===== config.mk =====
export PLATFORM = sky130hd
export DESIGN_NAME = mem_port_initiator
export DESIGN_NICKNAME = d
export VERILOG_FILES = /design/src/rtl/mem_port_initiator.sv
export SDC_FILE = /design/constraint.sdc
export NUM_CORES = 1
export LEC_CHECK = 0
export ABC_AREA = 1
export BUFFER_PORTS_ARGS = -buffer_cell sky130_fd_sc_hd__buf_2
export CORE_MARGIN = 3
export CORE_UTILIZATION = 53
export DETAILED_ROUTE_END_ITERATION = 8
export GPL_ROUTABILITY_DRIVEN = 0
export PLACE_DENSITY = 0.85
export SLEW_MARGIN = 25
export SYNTH_ARGS = -nofsm -noshare
export SYNTH_HDL_FRONTEND = slang
export SYNTH_SLANG_ARGS = --single-unit

===== constraint.sdc =====
create_clock -name clk -period 7.4 [get_ports clk]
set_input_delay 0.74 -clock clk [delete_from_list [all_inputs] [get_ports clk]]
set_output_delay 0.74 -clock clk [all_outputs]
set_load 0.03 [all_outputs]

===== src/rtl/mem_port_initiator.sv =====
// -----------------------------------------------------------------------------
// mem_port_initiator
//   Core-side initiator for the shared data-memory request/grant bus. Turns a
//   MEM-stage load/store into a held bus request, stalls the pipeline until the
//   arbiter grants, and hands load data back. A grant timeout and an alignment
//   check keep a hung or misused bus from locking the core silently.
//
// Ports
//   clk, rst            core clock, asynchronous active-high reset
//   mem_read_i          MEM-stage load request (level, held while stalled)
//   mem_write_i         MEM-stage store request (level, held while stalled)
//   addr_i, wdata_i     MEM-stage byte address and store data
//   stall_o             freeze pipeline (combinational)
//   rdata_o             load data, valid with done_o
//   done_o              1-cycle pulse: access finished, pipeline advances
//   err_timeout_o       sticky: a request was aborted on grant timeout
//   err_align_o         1-cycle pulse with done_o: misaligned access rejected
//   MemRequest          bus request to arbiter
//   MemRead, MemWrite   bus strobes
//   MemAddress          registered bus address
//   MemWriteData        registered bus write data
//   MemReadData         read data from arbiter, valid in the grant cycle
//   MemGrant            arbiter grant; access completes at the end of this cycle
// -----------------------------------------------------------------------------
module mem_port_initiator #(
  parameter int unsigned TIMEOUT_CYCLES = 255,
  parameter bit          CHECK_ALIGN    = 1'b1
) (
  input  logic        clk,
  input  logic        rst,
  input  logic        mem_read_i,
  input  logic        mem_write_i,
  input  logic [31:0] addr_i,
  input  logic [31:0] wdata_i,
  output logic        stall_o,
  output logic [31:0] rdata_o,
  output logic        done_o,
  output logic        err_timeout_o,
  output logic        err_align_o,
  output logic        MemRequest,
  output logic        MemRead,
  output logic        MemWrite,
  output logic [31:0] MemAddress,
  output logic [31:0] MemWriteData,
  input  logic [31:0] MemReadData,
  input  logic        MemGrant
);

  typedef enum logic [1:0] {
    IDLE = 2'd0,
    REQ  = 2'd1,
    DONE = 2'd2
  } state_t;

  localparam logic [15:0] TO_LAST = 16'(TIMEOUT_CYCLES - 1);

  state_t      state;
  state_t      state_nxt;
  logic        op;
  logic        misaligned;
  logic        timeout_hit;
  logic [15:0] cnt;
  logic        rd_q;
  logic        wr_q;
  logic        align_q;

  assign op          = mem_read_i | mem_write_i;
  assign misaligned  = CHECK_ALIGN && (addr_i[1:0] != 2'b00);
  // Grant has priority: a timeout only counts in a cycle with no grant.
  assign timeout_hit = (state == REQ) && !MemGrant && (cnt == TO_LAST);

  // State register
  always_ff @(posedge clk or posedge rst) begin
    if (rst) state <= IDLE;
    else     state <= state_nxt;
  end

  // Next-state logic
  always_comb begin
    state_nxt = state;
    case (state)
      IDLE: if (op) state_nxt = misaligned ? DONE : REQ;
      REQ:  if (MemGrant || timeout_hit) state_nxt = DONE;
      DONE: state_nxt = IDLE;
      default: state_nxt = IDLE;
    endcase
  end

  // Outputs: strobes are gated by REQ so reset drops the request at once.
  always_comb begin
    stall_o     = 1'b0;
    done_o      = 1'b0;
    err_align_o = 1'b0;
    MemRequest  = 1'b0;
    MemRead     = 1'b0;
    MemWrite    = 1'b0;
    case (state)
      IDLE: stall_o = op;
      REQ: begin
        stall_o    = 1'b1;
        MemRequest = 1'b1;
        MemRead    = rd_q;
        MemWrite   = wr_q;
      end
      DONE: begin
        done_o      = 1'b1;
        err_align_o = align_q;
      end
      default: ;
    endcase
  end

  // Bus registers, timeout counter, return data and error flags
  always_ff @(posedge clk or posedge rst) begin
    if (rst) begin
      MemAddress    <= 32'd0;
      MemWriteData  <= 32'd0;
      rd_q          <= 1'b0;
      wr_q          <= 1'b0;
      align_q       <= 1'b0;
      cnt           <= 16'd0;
      rdata_o       <= 32'd0;
      err_timeout_o <= 1'b0;
    end else begin
      case (state)
        IDLE: begin
          if (op) begin
            MemAddress   <= addr_i;
            MemWriteData <= wdata_i;
            // Store wins when both strobes are requested.
            wr_q         <= mem_write_i;
            rd_q         <= mem_read_i & ~mem_write_i;
            align_q      <= misaligned;
            cnt          <= 16'd0;
          end
        end
        REQ: begin
          if (MemGrant) begin
            if (rd_q) rdata_o <= MemReadData;
          end else if (timeout_hit) begin
            err_timeout_o <= 1'b1;
            rdata_o       <= 32'd0;
          end else begin
            cnt <= cnt + 16'd1;
          end
        end
        default: ;
      endcase
    end
  end

endmodule


==> flow_summary.json, run 1 <==
{
  "synthTopCellsByCount": "sky130_fd_sc_hd__nand2_1 (330), sky130_fd_sc_hd__dfrtp_1 (118), sky130_fd_sc_hd__nand3_1 (59)",
  "layout.nets": 955,
  "syn_area_um2": 5270,
  "power.clock.fraction_pct": 25.1,
  "post_cts.repair.setup_buffers": 0,
  "report.power.total_w": 0.00311,
  "hold_viol": 0,
  "drc_errors": 0,
  "worst_setup_path_end_kind": "output port",
  "timing_worst_setup_path_type": "in2out",
  "final_critical_path_setup_slack_ns": 4.18,
  "drt.antenna.violating_nets": 0,
  "grt_start_max_net_pins": 93,
  "dp.final_hpwl_mm": 9.67,
  "worst_ep_required_time_ns": 6.66,
  "design.core.area_um2": 9460,
  "yosys_warnings": 0,
  "grt_pass1_wl_mm": 24.5,
  "fmaxAchievable_mhz": 311,
  "synth_largest_area_cell": "sky130_fd_sc_hd__dfrtp_1",
  "vert_die_dim_um": 106,
  "internal_power_w": 0.00173,
  "cp.arrival_ns": 2.48,
  "fin_worst_skew_ns": 0.00916,
  "finalSetupViolations": 0,
  "clock_latency_ns": 0.51,
  "synth.most_common_cell": "sky130_fd_sc_hd__nand2_1",
  "clock_tree.root_cell": "sky130_fd_sc_hd__clkbuf_8",
  "multi_input_area_um2": 1950,
  "chipWidth_um": 106,
  "tightest_slew_ns": 0.862,
  "n_antenna_cell": 0,
  "cts_inserted_buffers": 17,
  "postSynthNetCount": 762,
  "place_ws_ns": 4.21,
  "p_leak_nw": 4.10,
  "drv_cap": 0,
  "max-slew-margin-rel_pct": 42.5,
  "clkTransAtPathRegs_ns": 0.06,
  "area.sequential_um2": 2950,
  "area_growth_pct": 30.3,
  "cts_max_level": 4,
  "postSynthRegisterBits": 118,
  "netlist_instances": 659,
  "setup_repair_after_global_routing_missed_its_margin": "false",
  "synth-edff-count": 0,
  "crit_fanout": 50,
  "power-per-cell-area_nw_per_um2": 454,
  "power.switching_fraction_pct": 44.4,
  "grt-ovfl-total": 0,
  "hold_slack_ns": 0.197,
  "final.min_clock_period_ns": 3.22,
  "cts_sinks": 118,
  "synth-async-reset-ratio_pct": 100,
  "tritoncts": "yes",
  "initial_core_util_pct": 55.7,
  "io_pins": 204,
  "initialDrtViolationCount": 536,
  "yosysSeqAreaShare_pct": 56.0,
  "ctsHoldBuffers": 0,
  "count_of_cell_types_in_the_netlist": 28,
  "antenna_found_initial": 0,
  "drive_above_1_share_pct": 28.9,
  "floorplan.rows": 35,
  "min_period_over_period_pct": 43.5,
  "share_seq_of_total_power_pct": 33.7,
  "num_vias": 5050,
  "netlist.area_leader.share_pct": 56.0,
  "vdd.ir_drop.worst_mv": 0.330,
  "first_global_vias": 5141,
  "net-switching-power_w": 0.00138,
  "power.share.combinational_pct": 41.2,
  "postSynth.topFlopCell": "sky130_fd_sc_hd__dfrtp_1",
  "post_drt_via_cell_ratio": 5.09,
  "firstDrtPassIters": 5,
  "worstSetupStartpointType": "primary input",
  "total_routed_wirelength_mm": 14.7,
  "yosys-top-cells-area": "sky130_fd_sc_hd__dfrtp_1 (56%), sky130_fd_sc_hd__nand2_1 (23%), sky130_fd_sc_hd__nand3_1 (5.6%), sky130_fd_sc_hd__inv_1 (3.3%), sky130_fd_sc_hd__nor2_1 (1.8%)",
  "grt_util_all_layers_pct": 27.2,
  "ctsResizeCount": 0,
  "tns_ns": 0,
  "fill_cells": 693,
  "status": "completed",
  "routed_wire_length_per_instance_um": 14.8,
  "dieArea_um2": 11200,
  "portBuffers": 203,
  "syn-mean-instance-area_um2": 8.00,
  "finalMaxSlewViolations": 0,
  "ctsLongestPathBuffers": 2,
  "hold_path_class": "in2async"
}
sequential cells by signal, indices dropped and copies added (netlist names):
name and count:
MemAddress 32, MemWriteData 32, wr_q 1, cnt 16, align_q 1, rd_q 1, rdata_o 32, state 2
err_timeout_o 1
worst max-delay path, stage by stage:
cell	delay, ns
sky130_fd_sc_hd__buf_2	0.13
sky130_fd_sc_hd__o21ai_4	0.68
sky130_fd_sc_hd__buf_4	0.57
sky130_fd_sc_hd__nand2_1	0.13
sky130_fd_sc_hd__buf_2	0.21
placed cells by master, fill, tap and decap left out:
cell / Yosys / layout
sky130_fd_sc_hd__inv_2: 3 / 2
sky130_fd_sc_hd__inv_1: 47 / 46
sky130_fd_sc_hd__o22ai_1: 1 / 1
sky130_fd_sc_hd__nand2_4: 1 / 1
sky130_fd_sc_hd__nor2_4: 3 / 3
sky130_fd_sc_hd__nand3_4: 1 / 1
sky130_fd_sc_hd__bufinv_16: 0 / 2
sky130_fd_sc_hd__buf_4: 2 / 1
sky130_fd_sc_hd__clkbuf_1: 6 / 1
sky130_fd_sc_hd__clkbuf_16: 0 / 16
sky130_fd_sc_hd__nor3b_1: 1 / 1
sky130_fd_sc_hd__nand2_2: 4 / 4
sky130_fd_sc_hd__o21bai_1: 3 / 3
sky130_fd_sc_hd__nor2_2: 1 / 1
sky130_fd_sc_hd__inv_4: 0 / 1
sky130_fd_sc_hd__o21ai_1: 11 / 11
sky130_fd_sc_hd__buf_6: 4 / 1
sky130_fd_sc_hd__o21ai_0: 1 / 1
sky130_fd_sc_hd__a21oi_1: 3 / 3
sky130_fd_sc_hd__nor2_1: 25 / 25
sky130_fd_sc_hd__clkinv_2: 0 / 5
sky130_fd_sc_hd__o21ai_4: 0 / 1
sky130_fd_sc_hd__buf_2: 15 / 203
sky130_fd_sc_hd__xnor2_1: 3 / 3
sky130_fd_sc_hd__dfrtp_1: 118 / 118
sky130_fd_sc_hd__nand3_1: 59 / 59
sky130_fd_sc_hd__clkinv_1: 3 / 3
sky130_fd_sc_hd__clkinvlp_4: 0 / 3
sky130_fd_sc_hd__ha_1: 2 / 2
sky130_fd_sc_hd__clkbuf_8: 0 / 4
sky130_fd_sc_hd__xor2_1: 4 / 4
sky130_fd_sc_hd__nand2_1: 330 / 330
sky130_fd_sc_hd__nand4_1: 3 / 3
kinds of logic after synthesis:
logic type	Yosys count	synth area share [%]
AOI/OAI and AO/OA	20	2.14
buffers and inverters	84	7.05
DFF	118	56.0
and+or+nand+nor	428	33.2
adders and majority gates	2	0.475
xor gates and xnor gates	7	1.16
layer usage:
layer	wire length (um)	GRT usage (%)	vias up
met5	0	0	-
met4	493	11.7	0
met3	1230	8.63	48
met2	7380	45.5	271
met1	5540	32.4	2338
li1	-	-	2393
power groups by stage:
stage	combinational [W]	clock [W]	sequential (W)
3_3_place_gp	0.00125	0	0.00104
5_1_grt	0.00139	0.000824	0.00108
6_report	0.00128	0.000782	0.00105
2_1_floorplan	0.000410	0	0.00151
3_5_place_dp	0.00128	0	0.00104
4_1_cts	0.00129	0.000786	0.00105
final timing paths:
check | start | to | slack, ns | depth (start not counted)
setup reg to reg | state[0] | MemAddress[16] | 4.62 | 6
max in group asynchronous | rst | cnt[8] | 6.08 | 3
setup / recovery | mem_write_i | stall_o | 4.18 | 5
min in group clk | addr_i[8] | MemAddress[8] | 0.42 | 3
hold reg to reg | MemAddress[4] | MemAddress[4] | 0.47 | 2
hold / removal | rst | rdata_o[23] | 0.20 | 2
area by class of cell:
type | count | area share (%)
flip-flops and latches | 118 | 43.0
multi-input cells | 457 | 28.5
repair buffers | 205 | 15.1
clock buffers | 21 | 6.69
inverters | 53 | 2.95
well taps | 129 | 2.35
clock inverters | 9 | 1.49
per-stage QoR:
step / util, % / instance area [um2] / std cells
floorplan: - / 5270 / 659
global placement: 66.6 / 6300 / 962
detailed placement: 66.7 / 6300 / 962
CTS: 72.6 / 6870 / 992
global route: 72.6 / 6870 / 992
finish: 72.6 / 6870 / 992
No activity file was read; power rests on OpenSTA's default activity.
==> run 2, diff against run 1 <==
--- a/config.mk
+++ b/config.mk
@@ -8,10 +8,10 @@
 export ABC_AREA = 1
 export BUFFER_PORTS_ARGS = -buffer_cell sky130_fd_sc_hd__buf_2
 export CORE_MARGIN = 3
-export CORE_UTILIZATION = 53
+export CORE_UTILIZATION = 44
 export DETAILED_ROUTE_END_ITERATION = 8
 export GPL_ROUTABILITY_DRIVEN = 0
-export PLACE_DENSITY = 0.85
+export PLACE_DENSITY = 0.75
 export SLEW_MARGIN = 25
 export SYNTH_ARGS = -nofsm -noshare
 export SYNTH_HDL_FRONTEND = slang
==> constraint.sdc (replaced) <==
create_clock -name clk -period 2.95 [get_ports clk]
set_input_delay 0.295 -clock clk [delete_from_list [all_inputs] [get_ports clk]]
set_output_delay 0.295 -clock clk [all_outputs]
set_load 0.03 [all_outputs]
==> run 2 against run 1 <==
  * Register-to-register slack got worse by 3.7 ns
  * Die area increased by 19%
  * Highest routed layer is now met5
  * Clock skew about the same
  * Sequential power increased by 150%
  * Sequential share of layout area decreased by 0.97 points
  * Cell area increased by 2.3%
  * Total power increased to 2.6 times the previous value
  * Flip-flop and latch count unchanged
  * Via count decreased by 5.3%
  * Combinational power increased to 2.5 times the previous value
  * Setup slack got worse by 3.4 ns
  * Largest power group unchanged
  * Critical path depth unchanged
==> flow_summary.json, run 2 (synthesis gave the netlist of run 1 again) <==
{
  "finalSetupViolations": 0,
  "grt-ovfl-total": 0,
  "cts_max_level": 4,
  "portBuffers": 203,
  "timing_worst_setup_path_type": "reg2out",
  "firstDrtPassIters": 5,
  "ordered_cell_list_for_the_critical_path": "nor2_1 > o21ai_4 > buf_12 > nand2_1 > buf_2",
  "critPathSlowestCell": "sky130_fd_sc_hd__dfrtp_1",
  "worst_ep_required_time_ns": 2.65,
  "floorplan.rows": 39,
  "tritoncts": "yes",
  "design.core.area_um2": 11600,
  "worst_r2r_path_depth": 8,
  "cts_sinks": 118,
  "drv_cap": 0,
  "layout.nets": 958,
  "ctsHoldBuffers": 0,
  "clock_tree.root_cell": "sky130_fd_sc_hd__clkbuf_16",
  "clock_latency_ns": 0.40,
  "grt_util_all_layers_pct": 20.7,
  "first_global_vias": 4621,
  "area_growth_pct": 33.3,
  "report.power.total_w": 0.00805,
  "vdd.ir_drop.worst_mv": 0.706,
  "max-slew-margin-rel_pct": 59.1,
  "num_vias": 4784,
  "drc_errors": 0,
  "status": "completed",
  "tightest_slew_ns": 0.613,
  "cts_inserted_buffers": 17,
  "grt_start_max_net_pins": 119,
  "dp.final_hpwl_mm": 9.04,
  "vert_die_dim_um": 115,
  "io_pins": 204,
  "p_leak_nw": 4.17,
  "hold_path_class": "in2async",
  "worstPathBufferInverterCount": 2,
  "fmaxAchievable_mhz": 469,
  "min_period_over_period_pct": 72.2,
  "worst_setup_path_end_kind": "output port",
  "fin_worst_skew_ns": 0.00874,
  "post_cts.repair.setup_buffers": 0,
  "ctsLongestPathBuffers": 2,
  "clkTransAtPathRegs_ns": 0.05,
  "final.min_clock_period_ns": 2.13,
  "finalMaxSlewViolations": 0,
  "tns_ns": 0,
  "total_routed_wirelength_mm": 13.5,
  "worstSetupStartpointType": "register",
  "n_antenna_cell": 0,
  "critical-path-max-stage-delay_ns": 0.41,
  "hold_viol": 0,
  "initialDrtViolationCount": 451,
  "chipWidth_um": 115,
  "drive_above_1_share_pct": 29.1,
  "timing.critical_path.max_delay_family": "simple AND/OR/NAND/NOR gates",
  "final_cell_mix": "sky130_fd_sc_hd__nand2_1 (330), sky130_fd_sc_hd__buf_2 (203), sky130_fd_sc_hd__dfrtp_1 (118), sky130_fd_sc_hd__nand3_1 (59), sky130_fd_sc_hd__inv_1 (46)",
  "cp.arrival_ns": 1.84,
  "routed_wire_length_per_instance_um": 13.3,
  "crit_fanout": 85,
  "grt_pass1_wl_mm": 22.0,
  "post_drt_via_cell_ratio": 4.74,
  "biggestRegsByFlops": "MemAddress x32, MemWriteData x32, rdata_o x32",
  "dieArea_um2": 13300,
  "antenna_found_initial": 1,
  "power-per-cell-area_nw_per_um2": 1150,
  "cp_num_cells": 5,
  "place_inst": 979,
  "drt.antenna.violating_nets": 0,
  "fin_cells": 1010,
  "mostFrequentLayoutCell": "sky130_fd_sc_hd__nand2_1",
  "ctsResizeCount": 0,
  "setup_repair_after_global_routing_missed_its_margin": "false",
  "initial_core_util_pct": 45.6
}
## run 2: worst paths after layout
| kind | startpoint | endpoint | slack (ns) |
|---|---|---|---|
| min in group clk | addr_i[22] | MemAddress[22] | 0.08 |
| max | state[0] | stall_o | 0.82 |
| max reg2reg | cnt[0] | rdata_o[10] | 0.88 |
| max in group asynchronous | rst | MemWriteData[7] | 2.42 |
| min reg2reg | err_timeout_o | err_timeout_o | 0.47 |
| min | rst | MemWriteData[28] | 0.07 |
## run 2: layout make-up
type	instances	area [um2]
fillers	1030	4540
well taps	143	179
clock buffers	22	474
multi-input cells	457	1950
flip-flops and latches	118	2950
repair buffers	208	1090
clock inverters	9	173
inverters	53	203
## run 2: power by group
part,total [W],switching (W),internal [W]
registers,0.00260,0.000346,0.00225
logic,0.00320,0.00233,0.000870
clock network,0.00226,0.000698,0.00156
## run 2: per-layer routing
metal	up-vias	track usage, %	wire length, um
met5	-	0	13
met4	2	6.34	138
met3	16	6.74	1240
met2	198	32.2	6150
met1	2171	27.7	5910
li1	2397	-	-
## run 2: metrics by stage
| step | area, um2 | setup WS (ns) | util (%) | hold WS (ns) |
|---|---|---|---|---|
| final | 7030 | 0.820 | 60.8 | 0.0721 |
| after global placement | 6380 | 0.925 | 55.2 | 0.458 |
| after global routing | 7030 | 0.674 | 60.8 | 0.0722 |
| after detailed placement | 6380 | 0.869 | 55.2 | 0.461 |
| after CTS | 7030 | 0.754 | 60.8 | 0.0683 |
| after floorplan | 5280 | 1.21 | - | 0.381 |
## run 2: tightest hold or removal path: stages
cell	delay [ns]
sky130_fd_sc_hd__buf_2	0.11
sky130_fd_sc_hd__clkinvlp_4	0.07
sky130_fd_sc_hd__buf_12	0.46
